--- src/rtl/serial_pattern_tx_pkg.sv ---
// Shared types and helpers for the serial pattern transmitter.
// Holds the FSM state encoding and the len_i-to-effective-length mapping.
package serial_pattern_tx_pkg;

    typedef enum logic [1:0] {
        ST_IDLE  = 2'd0,
        ST_SHIFT = 2'd1,
        ST_GAP   = 2'd2
    } tx_state_t;

    // A len_i of zero selects the full word width, so every length from 1 to WIDTH fits in LW bits.
    localparam bit LEN_ZERO_MEANS_MAX = 1'b1;

    function automatic int eff_len(input int len, input int width);
        return (len == 0 && LEN_ZERO_MEANS_MAX) ? width : len;
    endfunction

endpackage

--- src/rtl/serial_pattern_tx_piso.sv ---
// Parallel-in serial-out shift register, MSB leaves first.
// Load wins over shift; vacated LSBs fill with zero.
module piso_shreg #(
    parameter int WIDTH = 8
) (
    input  logic             clk_i,
    input  logic             reset_i,
    input  logic             load_i,
    input  logic             shift_i,
    input  logic [WIDTH-1:0] load_data_i,
    output logic             msb_o
);

    logic [WIDTH-1:0] shreg_q;
    logic [WIDTH-1:0] shreg_d;

    always_comb begin
        shreg_d = shreg_q;
        if (load_i) begin
            shreg_d = load_data_i;
        end else if (shift_i) begin
            shreg_d = {shreg_q[WIDTH-2:0], 1'b0};
        end
    end

    always_ff @(posedge clk_i) begin
        if (reset_i) begin
            shreg_q <= '0;
        end else begin
            shreg_q <= shreg_d;
        end
    end

    assign msb_o = shreg_q[WIDTH-1];

endmodule

--- src/rtl/serial_pattern_tx.sv ---
// Parallel-to-serial pattern transmitter: sends len bits MSB-first, then idles GAP cycles.
// All line outputs are registered; ready_o decodes the state only.
module serial_pattern_tx
    import serial_pattern_tx_pkg::*;
#(
    parameter int   WIDTH      = 8,
    parameter int   GAP        = 1,
    parameter logic IDLE_LEVEL = 1'b0,
    localparam int  LW         = $clog2(WIDTH)
) (
    input  logic             clk_i,
    input  logic             reset_i,
    input  logic [WIDTH-1:0] data_i,
    input  logic [LW-1:0]    len_i,
    input  logic             valid_i,
    output logic             ready_o,
    output logic             out_o,
    output logic             active_o,
    output logic             done_o
);

    localparam int CW       = $clog2(WIDTH + 1);
    localparam int GW       = (GAP > 0) ? $clog2(GAP + 1) : 1;
    localparam int GAP_LOAD = (GAP > 0) ? GAP - 1 : 0;

    tx_state_t        state_q, state_d;
    logic [CW-1:0]    cnt_q, cnt_d;
    logic [GW-1:0]    gap_q, gap_d;
    logic             out_q, out_d;
    logic             active_q, active_d;
    logic             done_q, done_d;

    logic [CW-1:0]    len_eff;
    logic [CW-1:0]    shift_amt;
    logic [WIDTH-1:0] aligned;
    logic             sr_load;
    logic             sr_shift;
    logic             sr_msb;

    // Left-justify the pattern so its first bit sits in the MSB.
    assign len_eff   = CW'(eff_len(int'(len_i), WIDTH));
    assign shift_amt = CW'(WIDTH) - len_eff;
    assign aligned   = data_i << shift_amt;

    // The first bit goes straight to out_q at the handshake, so the register holds the rest.
    piso_shreg #(
        .WIDTH (WIDTH)
    ) u_piso (
        .clk_i       (clk_i),
        .reset_i     (reset_i),
        .load_i      (sr_load),
        .shift_i     (sr_shift),
        .load_data_i (aligned << 1),
        .msb_o       (sr_msb)
    );

    always_comb begin
        state_d  = state_q;
        cnt_d    = cnt_q;
        gap_d    = gap_q;
        out_d    = IDLE_LEVEL;
        active_d = 1'b0;
        done_d   = 1'b0;
        sr_load  = 1'b0;
        sr_shift = 1'b0;
        case (state_q)
            ST_IDLE: begin
                if (valid_i) begin
                    sr_load  = 1'b1;
                    out_d    = aligned[WIDTH-1];
                    active_d = 1'b1;
                    done_d   = (len_eff == CW'(1));
                    cnt_d    = len_eff - CW'(1);
                    state_d  = ST_SHIFT;
                end
            end
            ST_SHIFT: begin
                // cnt_q counts bits still to send after the one now on the line.
                if (cnt_q != '0) begin
                    sr_shift = 1'b1;
                    out_d    = sr_msb;
                    active_d = 1'b1;
                    done_d   = (cnt_q == CW'(1));
                    cnt_d    = cnt_q - CW'(1);
                end else begin
                    gap_d   = GW'(GAP_LOAD);
                    state_d = (GAP > 0) ? ST_GAP : ST_IDLE;
                end
            end
            ST_GAP: begin
                if (gap_q == '0) begin
                    state_d = ST_IDLE;
                end else begin
                    gap_d = gap_q - GW'(1);
                end
            end
            default: begin
                state_d = ST_IDLE;
            end
        endcase
    end

    always_ff @(posedge clk_i) begin
        if (reset_i) begin
            state_q  <= ST_IDLE;
            cnt_q    <= '0;
            gap_q    <= '0;
            out_q    <= IDLE_LEVEL;
            active_q <= 1'b0;
            done_q   <= 1'b0;
        end else begin
            state_q  <= state_d;
            cnt_q    <= cnt_d;
            gap_q    <= gap_d;
            out_q    <= out_d;
            active_q <= active_d;
            done_q   <= done_d;
        end
    end

    assign ready_o  = (state_q == ST_IDLE);
    assign out_o    = out_q;
    assign active_o = active_q;
    assign done_o   = done_q;

endmodule

--- config.mk ---
export PLATFORM = sky130hd
export DESIGN_NAME = serial_pattern_tx
export DESIGN_NICKNAME = d
export VERILOG_FILES = /design/src/rtl/serial_pattern_tx_pkg.sv /design/src/rtl/serial_pattern_tx_piso.sv /design/src/rtl/serial_pattern_tx.sv
export SDC_FILE = /design/constraint.sdc
export NUM_CORES = 1
export LEC_CHECK = 0
export CELL_PAD_IN_SITES_DETAIL_PLACEMENT = 0
export CELL_PAD_IN_SITES_GLOBAL_PLACEMENT = 1
export CORE_UTILIZATION = 38
export DETAILED_ROUTE_END_ITERATION = 8
export GPL_TIMING_DRIVEN = 0
export PLACE_DENSITY = 0.75
export SLEW_MARGIN = 25
export SYNTH_ARGS = -nofsm -noshare
export SYNTH_HDL_FRONTEND = slang
export SYNTH_SLANG_ARGS = --single-unit
--- constraint.sdc ---
create_clock -name clk_i -period 3.1 [get_ports clk_i]
set_clock_uncertainty 0.05 [all_clocks]
set_input_delay 0.62 -clock clk_i [delete_from_list [all_inputs] [get_ports clk_i]]
set_output_delay 0.62 -clock clk_i [all_outputs]
set_load 0.005 [all_outputs]
==> reports/metrics.yaml <==
critical_path:
  critPathBufInv: 3
  slowest_delay_ps: 480
  cp-startpoint: "len_i[1]"
  required_ps: 3230
  critPathSlowestCell: "clkdlybuf4s50_1"
  rr_worst_depth: 7
  arrival_ps: 2580
  critPathMaxFanout: 10
  crit_end: "out_o$_SDFF_PP0_"
  start_kind: "input pin"
  rrSetupSlack_ps: 1200
  cp_top_family: "buffers and inverters"
  cp_num_cells: 8
  timing.rr.start: "cnt_q[0]$_SDFFE_PP0P_"
  rr_endpoint: "u_piso.shreg_q[7]$_SDFFE_PP0P_"
  cp_cell_sequence: "clkdlybuf4s50_1, inv_1, ha_1, buf_4, mux2i_1, mux2i_1, mux2_2, a32o_1"
  crit_path_frequent_cell: "mux2i_1"
  critPathCaptureType: "flop"
  critPathKind: "input pin to flop"
cells_and_area:
  drive_above_1_share: 0.140
  fin_util: 0.497
  nets: 155
  area_growth_pct: 21.7
  diodes: 0
synth:
  yosysTopAreaCellShare: 0.311
  synth_edf_count: 0
  synth_cell_type_count: 41
  synth_nets: 135
  synth_area_mm2: 0.00103
  ys_top_cells_by_count: "16 x dfxtp_1, 16 x nor2_1"
  ys_ff_latch: 16
  yosysSeqAreaShare: 0.311
  syn_inst: 117
  yosys.area.top_type: "dfxtp_1"
  avgSynthCellArea_um2: 8.80
  synthFlopType: "dfxtp_1"
  yosys_warnings: 0
  async_flop_share: 0
  synthTopCellsByArea: "dfxtp_1 31%, mux2i_1 5.8%, nor2_1 5.8%"
cts:
  cts-root-buf: "clkbuf_4"
  clk_latency_ps: 290
  cts_tree: "done"
  cts_buffers: 3
  cts_setup_buffers: 0
  clk_pin_slew_ps: 100
  holdBufCountCts: 0
  clockBufferDepth: 2
  cts-resized-gates: 0
  cts_sinks: 16
  htreeDepth: 1
power:
  p_int_w: 0.000439
  switching_share: 0.348
  irDropWorstVdd_mv: 0.452
  pwr-share-comb: 0.399
  seqPwrFrac: 0.394
  power_density_mw_per_mm2: 537
  power_leakage_nw: 0.489
  clkPwrFrac: 0.207
  p_sw_w: 0.000234
timing:
  rsz0062_at_grt: "false"
  tns_ps: 0
  timing.final.hold_violations: 0
  fin_crit_sh: 0.789
  period_minus_slack_ps: 2450
  maxSlewHeadroom: 0.629
  worst_slew_pin_slew_ps: 552
  layout_setup_ws_ps: 654
  fmax_mhz: 409
  setup_viol: 0
  final_max_slew_viol_count: 0
floorplanning:
  core_mm2: 0.00252
  dieArea_mm2: 0.00292
  die_h_um: 54.1
  die_x_um: 54.1
  ios: 18
  rows: 18
  initial_core_util: 0.408
global_route:
  grt_use_total: 0.191
  antenna_found_initial: 0
  grt_pass1_vias: 868
  grt_pass1_wl_mm: 3.96
  grt_max_degree: 11
  grt_overflow: 0
placement:
  io_buffers: 15
  dp.final_hpwl_mm: 1.78
  gp_congestion: 0.775
  preCtsSetupSlack_ps: 333
routing:
  vias_per_cell: 5.51
  drtAntennaViolNets: 0
  route.detailed.drc: 0
  drtPass1Iterations: 4
  vias: 915
  avgRoutedWirePerCell_um: 14.1
  drt_wl_total_mm: 2.33
  drt_iter0_drc: 6
run:
  cap_violations: 0
worst_hold_path:
  hold_path.class: "flop to flop"
run_status:
  status: "complete, no violations"
==> final cells by class <==
cell class                      count  area, um^2
Timing Repair Buffer               15         150
Clock buffer                        4        36.3
Buffer                              9        62.6
Fill cell                         250        1270
Multi-Input combinational cell     88         632
Inverter                            4        15.0
Sequential cell                    16         320
Tap cell                           30        37.5
==> registers in the layout, summed over array words and instances (netlist names) <==
signal	cells
u_piso.shreg_q	7
cnt_q	4
state_q	2
active_o	1
done_o	1
out_o	1
==> cells in the final DEF, fill, tap and decap left out, drive strengths merged, types with 3 or more instances in the layout <==
cell type / n
a211oi: 5
a21oi: 7
buf: 6
clkbuf: 7
clkdlybuf4s50: 15
dfxtp: 16
ha: 4
inv: 4
mux2i: 6
nand2: 6
nor2: 17
nor3: 6
o21ai: 3
==> through the flow <==
| step | std cells | power (W) | cell area (um^2) | hold slack [ps] |
|---|---|---|---|---|
| 6_report | 166 | 0.000673 | 1250 | 426 |
| 5_1_grt | 166 | 0.000723 | 1250 | 461 |
| 4_1_cts | 166 | 0.000675 | 1250 | 428 |
| 3_5_place_dp | 162 | 0.000536 | 1220 | 415 |
| 3_3_place_gp | 162 | 0.000533 | 1220 | 403 |
| 2_1_floorplan | 117 | 0.000459 | 1030 | 391 |
==> power groups by stage <==
stage	sequential [W]	clock (W)	combinational, W
after floorplan	0.000265	0	0.000194
after global placement	0.000269	0	0.000265
after detailed placement	0.000269	0	0.000266
after CTS	0.000265	0.000142	0.000269
after global routing	0.000270	0.000154	0.000300
final	0.000265	0.000139	0.000268
==> per-layer routing <==
metal	up-vias	wire (um)	track usage
met5	-	0	0
li1	469	-	-
met1	435	1160	0.243
met4	0	13	0.0256
met2	9	1100	0.323
met3	2	61	0.0593
==> kinds of logic after synthesis <==
logic type | after synthesis | share of synthesized area
xor+xnor | 3 | 0.0255
buf+inv | 13 | 0.0753
compound gates | 28 | 0.191
mux | 10 | 0.124
simple gates | 43 | 0.225
flops | 16 | 0.311
fa+ha+maj | 4 | 0.0486
==> worst min-delay path, cell delays in order (launching register included) <==
cell     delay (ps)
dfxtp_1         330
nand2_1          60
a21oi_1          50
==> worst min path at each step <==
stage / from / to / slack (ps) / cells after the start
2_1_floorplan: cnt_q[1]$_SDFFE_PP0P_ / cnt_q[1]$_SDFFE_PP0P_ / 390 / 2
3_3_place_gp: cnt_q[1]$_SDFFE_PP0P_ / cnt_q[1]$_SDFFE_PP0P_ / 400 / 2
3_5_place_dp: cnt_q[1]$_SDFFE_PP0P_ / cnt_q[1]$_SDFFE_PP0P_ / 410 / 2
4_1_cts: cnt_q[1]$_SDFFE_PP0P_ / cnt_q[1]$_SDFFE_PP0P_ / 430 / 2
5_1_grt: cnt_q[1]$_SDFFE_PP0P_ / cnt_q[1]$_SDFFE_PP0P_ / 460 / 2
6_report: cnt_q[1]$_SDFFE_PP0P_ / cnt_q[1]$_SDFFE_PP0P_ / 430 / 2
Power figures use the tool's default switching activity.
